===== config.mk =====
export PLATFORM = sky130hd
export DESIGN_NAME = seq_divider
export DESIGN_NICKNAME = d
export VERILOG_FILES = /design/src/rtl/seq_divider_pkg.sv /design/src/rtl/seq_divider_div_step.sv /design/src/rtl/seq_divider_full_adder.sv /design/src/rtl/seq_divider.sv
export SDC_FILE = /design/constraint.sdc
export NUM_CORES = 1
export LEC_CHECK = 0
export ABC_CLOCK_PERIOD_IN_PS = 3600
export BUFFER_PORTS_ARGS = -buffer_cell sky130_fd_sc_hd__buf_2
export CELL_PAD_IN_SITES_DETAIL_PLACEMENT = 0
export CELL_PAD_IN_SITES_GLOBAL_PLACEMENT = 1
export CORE_MARGIN = 3
export CORE_UTILIZATION = 45
export CTS_BUF_LIST = sky130_fd_sc_hd__clkbuf_4 sky130_fd_sc_hd__clkbuf_8
export CTS_CLUSTER_SIZE = 40
export DETAILED_ROUTE_END_ITERATION = 7
export PLACE_DENSITY_LB_ADDON = 0.1
export SYNTH_ARGS = -nofsm -noshare
export SYNTH_HDL_FRONTEND = slang
export SYNTH_SLANG_ARGS = --single-unit

===== constraint.sdc =====
create_clock -name clk -period 3.6 [get_ports clk]
set_clock_uncertainty 0.05 [all_clocks]
set_input_delay 0.36 -clock clk [delete_from_list [all_inputs] [get_ports clk]]
set_output_delay 0.36 -clock clk [all_outputs]
set_load 0.01 [all_outputs]

===== src/rtl/seq_divider_pkg.sv =====
// Shared definitions for the sequential restoring divider.
package seq_divider_pkg;

    // Default operand/result width; legal range is 2..16.
    localparam int unsigned DEFAULT_WIDTH = 4;

    // FSM encoding; 2'd3 is unreachable and recovers to idle.
    typedef enum logic [1:0] {
        StIdle = 2'd0,
        StCalc = 2'd1,
        StDone = 2'd2
    } state_t;

endpackage


===== src/rtl/seq_divider_div_step.sv =====
// Combinational single restoring-division step: shift {R,Q} left by one,
// trial-subtract B, keep the difference and set the quotient bit if it is
// non-negative, otherwise restore.
module div_step
    import seq_divider_pkg::*;
#(
    parameter int unsigned WIDTH = DEFAULT_WIDTH
) (
    input  logic [WIDTH-1:0] rem,
    input  logic [WIDTH-1:0] quo,
    input  logic [WIDTH-1:0] div,
    output logic [WIDTH-1:0] next_rem,
    output logic [WIDTH-1:0] next_quo
);

    // The partial remainder is always < div, so its top bit is always zero and
    // only WIDTH bits are carried between steps; the trial subtraction still
    // runs WIDTH+1 bits wide.
    logic [WIDTH:0]   rem_sh;
    logic [WIDTH:0]   div_inv;
    logic [WIDTH:0]   diff;
    logic [WIDTH+1:0] carry;
    logic             nonneg;

    // Shifted remainder and inverted divisor feeding the subtractor.
    always_comb begin
        rem_sh  = {rem, quo[WIDTH-1]};
        div_inv = ~{1'b0, div};
    end

    assign carry[0] = 1'b1;

    for (genvar i = 0; i <= WIDTH; i++) begin : g_sub
        full_adder u_fa (
            .a   (rem_sh[i]),
            .b   (div_inv[i]),
            .cin (carry[i]),
            .sum (diff[i]),
            .cout(carry[i+1])
        );
    end

    // Sign bit clear and no borrow out agree while rem < div; requiring both
    // keeps a quotient bit from being set if that invariant were ever broken.
    always_comb begin
        nonneg   = ~diff[WIDTH] & carry[WIDTH+1];
        next_rem = nonneg ? diff[WIDTH-1:0] : rem_sh[WIDTH-1:0];
        next_quo = {quo[WIDTH-2:0], nonneg};
    end

endmodule


===== src/rtl/seq_divider_full_adder.sv =====
// One-bit full adder cell, the building block of the ripple subtractor.
module full_adder (
    input  logic a,
    input  logic b,
    input  logic cin,
    output logic sum,
    output logic cout
);

    // Plain sum/carry equations.
    always_comb begin
        sum  = a ^ b ^ cin;
        cout = (a & b) | (cin & (a ^ b));
    end

endmodule


===== src/rtl/seq_divider.sv =====
// Sequential restoring unsigned divider, one quotient bit per clock, with a
// start/busy/done handshake. Results are held until the next accepted start.
module seq_divider
    import seq_divider_pkg::*;
#(
    parameter int unsigned WIDTH = DEFAULT_WIDTH
) (
    input  logic             clk,
    input  logic             rst,
    input  logic             start,
    input  logic [WIDTH-1:0] dividend,
    input  logic [WIDTH-1:0] divisor,
    output logic             busy,
    output logic             done,
    output logic [WIDTH-1:0] quotient,
    output logic [WIDTH-1:0] remainder,
    output logic             div_by_zero
);

    localparam int unsigned CW = $clog2(WIDTH);

    state_t           state;
    logic [WIDTH-1:0] r_reg;
    logic [WIDTH-1:0] q_reg;
    logic [WIDTH-1:0] b_reg;
    logic [CW-1:0]    count;
    logic [WIDTH-1:0] step_rem;
    logic [WIDTH-1:0] step_quo;

    div_step #(
        .WIDTH(WIDTH)
    ) u_step (
        .rem     (r_reg),
        .quo     (q_reg),
        .div     (b_reg),
        .next_rem(step_rem),
        .next_quo(step_quo)
    );

    // FSM, iteration counter, working registers and registered outputs.
    always_ff @(posedge clk or posedge rst) begin
        if (rst) begin
            state       <= StIdle;
            r_reg       <= '0;
            q_reg       <= '0;
            b_reg       <= '0;
            count       <= '0;
            busy        <= 1'b0;
            done        <= 1'b0;
            quotient    <= '0;
            remainder   <= '0;
            div_by_zero <= 1'b0;
        end else begin
            case (state)
                StIdle, StDone: begin
                    if (start) begin
                        if (divisor != '0) begin
                            b_reg       <= divisor;
                            q_reg       <= dividend;
                            r_reg       <= '0;
                            count       <= CW'(WIDTH - 1);
                            state       <= StCalc;
                            busy        <= 1'b1;
                            done        <= 1'b0;
                            div_by_zero <= 1'b0;
                        end else begin
                            // Division by zero resolves in a single edge.
                            quotient    <= '1;
                            remainder   <= dividend;
                            div_by_zero <= 1'b1;
                            done        <= 1'b1;
                            busy        <= 1'b0;
                            state       <= StDone;
                        end
                    end
                end
                StCalc: begin
                    r_reg <= step_rem;
                    q_reg <= step_quo;
                    if (count == '0) begin
                        state     <= StDone;
                        busy      <= 1'b0;
                        done      <= 1'b1;
                        quotient  <= step_quo;
                        remainder <= step_rem;
                    end else begin
                        count <= count - 1'b1;
                    end
                end
                default: begin
                    state <= StIdle;
                    busy  <= 1'b0;
                    done  <= 1'b0;
                end
            endcase
        end
    end

endmodule


==> results.sh <==
export IMPL_tns_ns=0
export IMPL_htree_levels=1
export IMPL_synth_top_family_by_area="compound AO/OA/AOI/OAI gates"
export IMPL_place_inst=174
export IMPL_synth_edf_count=0
export IMPL_ys_seq_area_share_pct=48.7
export IMPL_synth_cell_area_um2=1340
export IMPL_crit_start="q_reg[3]"
export IMPL_dp_slack_ns=0.817
export IMPL_final_net_count=164
export IMPL_hold_violations=0
export IMPL_routed_via_density=5.57
export IMPL_vias=991
export IMPL_fin_ws_ns=0.803
export IMPL_slowest_delay_ns=0.42
export IMPL_critPathCapture="remainder[2]"
export IMPL_place_congestion=0.822
export IMPL_ff2ff_path_depth=11
export IMPL_fin_cells=178
export IMPL_synthTopCellsByArea="dfrtp_1 (49%), mux2_2 (5.1%), fa_1 (4.5%)"
export IMPL_drt_initial_drc_count=29
export IMPL_io_pins=22
export IMPL_dp_hpwl_um=2000
export IMPL_cpMaxStageDelayCell="fa_1"
export IMPL_core_um2=2780
export IMPL_nFillCells=244
export IMPL_num_rows=19
export IMPL_antenna_found_initial=0
export IMPL_area_growth_pct=12.5
export IMPL_io_buffers=21
export IMPL_yosys_area_top_type="dfrtp_1"
export IMPL_routed_wl_um=2710
export IMPL_fin_util_pct=54.0
export IMPL_yosysMostFrequentCell="dfrtp_1"
export IMPL_synth_compound_area_share_pct=15.3
export IMPL_cts_hold_buf=0
export IMPL_setup_viol=0
export IMPL_cts_sinks=26
export IMPL_grt_pass1_wl_um=4440
export IMPL_drive_gt1_share_pct=26.5
export IMPL_post_route_min_period_ns=2.80
export IMPL_timing_rr_start="q_reg[3]"
export IMPL_gr_total_overflow=0
export IMPL_min_path_type="in -> async"
export IMPL_r2r_end="remainder[2]"
export IMPL_worstMarginPinSlew_ns=0.970
export IMPL_async_flop_share_pct=100
export IMPL_postCtsSetupRepairBufs=0
export IMPL_yosys_area_top_type_share_pct=48.7
export IMPL_cp_max_fo=6
export IMPL_crit_path_end_kind="register"
export IMPL_ir_worst_vdd_mv=0.592
export IMPL_synth_area_per_cell_um2=10.4
export IMPL_status="completed"
export IMPL_synth_xor_area_share_pct=1.87
export IMPL_initial_core_util_pct=48.0
export IMPL_gr_usage_all_layers_pct=16.4
export IMPL_rrSetupSlack_ns=0.80
export IMPL_maxCapViolations=0
export IMPL_die_y_um=60.5
export IMPL_grt_max_degree=27
export IMPL_path_cells="inv_1, ha_1, inv_1, fa_1, inv_1, fa_1, inv_1, fa_1, xor2_2, mux2_2, o211ai_1"
export IMPL_cts_tree="built"
export IMPL_cts_resized=0
export IMPL_die_area_um2=3660
export IMPL_relSlewSlack_pct=35.3
export IMPL_detail_route_wl_per_cell_um=15.2
export IMPL_p_per_area_nw_per_um2=952
export IMPL_antenna_left=0
export IMPL_required_ns=3.79
export IMPL_worstSkewPairLatency_ns=0.32
export IMPL_p_leak_nw=0.687
export IMPL_fp_dieW_um=60.5
export IMPL_cp_arrival_ns=2.99
export IMPL_yosysUniqueCellTypes=35
export IMPL_yosys_warnings=0
export IMPL_muxShareOfSynthArea_pct=8.05
export IMPL_synth_cells=128
export IMPL_drt_pass1_iterations=3
export IMPL_hold_ws_ns=0.187
export IMPL_fmax_mhz=357
export IMPL_synthTopCellsByCount="dfrtp_1 (26), nor2_1 (12), inv_1 (11)"
export IMPL_startpoint_type="register"
export IMPL_final_area_um2=1500
export IMPL_synth_ff_type="dfrtp_1"
export IMPL_numCtsBuffers=3
export IMPL_yosys_area_share_adder_pct=6.37
export IMPL_rsz0062_at_grt="no"
export IMPL_max_clock_path_buffers=2
export IMPL_total_power_mw=1.43
export IMPL_path_clk_slew_ns=0.14
export IMPL_grt_pass1_vias=971
export IMPL_period_share_pct=77.7
export IMPL_root_buffer="clkbuf_4"
export IMPL_synthSimpleGateAreaFrac_pct=13.9
export IMPL_antenna_cells=0
export IMPL_place_area_um2=1450
export IMPL_path_class="reg -> reg"
export IMPL_drc=0
export IMPL_final_max_slew_viol_count=0
export IMPL_path_common_cell="inv_1"
export IMPL_synth_nets=144
export IMPL_ys_seq_elements=26
[area by class of cell]
class                           count  area, µm²  area share [%]
Clock buffer                        3       22.5            1.50
Timing Repair Buffer               22        113            7.49
Sequential cell                    26        651            43.3
Multi-Input combinational cell     84        607            40.4
Tap cell                           31       38.8            2.58
Clock inverter                      1       30.0            2.00
Inverter                           11       41.3            2.75
[layout by cell type, fill, tap and decap left out, types with 2 or more instances in the layout]
| cell type | netlist | layout |
|---|---|---|
| mux2_2 | 6 | 6 |
| buf_2 | 3 | 21 |
| fa_1 | 3 | 3 |
| nand2_1 | 10 | 10 |
| a31oi_1 | 3 | 3 |
| o21ai_0 | 7 | 7 |
| mux2i_1 | 4 | 4 |
| clkbuf_4 | 0 | 3 |
| o211ai_2 | 2 | 2 |
| inv_1 | 11 | 11 |
| nand2b_1 | 2 | 2 |
| o22ai_1 | 4 | 4 |
| a21oi_1 | 5 | 5 |
| ha_1 | 2 | 2 |
| nand3_1 | 4 | 4 |
| a211oi_1 | 4 | 4 |
| nor2_1 | 12 | 12 |
| nor3_1 | 2 | 2 |
| dfrtp_1 | 26 | 26 |
[critical path: cells and delay by family, from the launching register on]
| family | cells | cell delay, ns |
|---|---|---|
| buffers and inverters | 4 | 0.25 |
| multiplexers | 1 | 0.40 |
| XOR/XNOR | 1 | 0.34 |
| flip-flops | 1 | 0.41 |
| adder cells (fa/ha/maj) | 4 | 1.10 |
| AO/OA/AOI/OAI | 1 | 0.17 |
[per-layer routing]
metal  part of all wire [%]  GRT usage, %  vias up
met1                     48          22.6      490
li1                       -             -      485
met3                    2.6          2.13        4
met5                      0             0        -
met2                     49          26.7       12
met4                   0.85          5.57        0
[worst min path at each step]
stage | from | to | cells after the start
floorplan | rst | b_reg[0] | 1
global placement | div_by_zero | div_by_zero | 2
detailed placement | div_by_zero | div_by_zero | 2
CTS | rst | r_reg[1] | 2
global route | rst | quotient[2] | 2
finish | rst | q_reg[3] | 2
[logic make-up (layout without fill, tap and decap cells)]
group / Yosys count / count (layout)
buffers and inverters: 18 / 37
adders and majority gates: 5 / 5
muxes: 10 / 10
DFF: 26 / 26
xor gates and xnor gates: 2 / 2
AOI/OAI and AO/OA: 30 / 30
and+or+nand+nor: 37 / 37
[power breakdown]
part	total, mW	internal (mW)	switching (mW)
Sequential	0.531	0.434	0.0978
Combinational	0.700	0.313	0.387
Clock	0.200	0.113	0.0870
Total	1.43	0.860	0.571
Note: power is estimated with default switching activity, not from simulation.
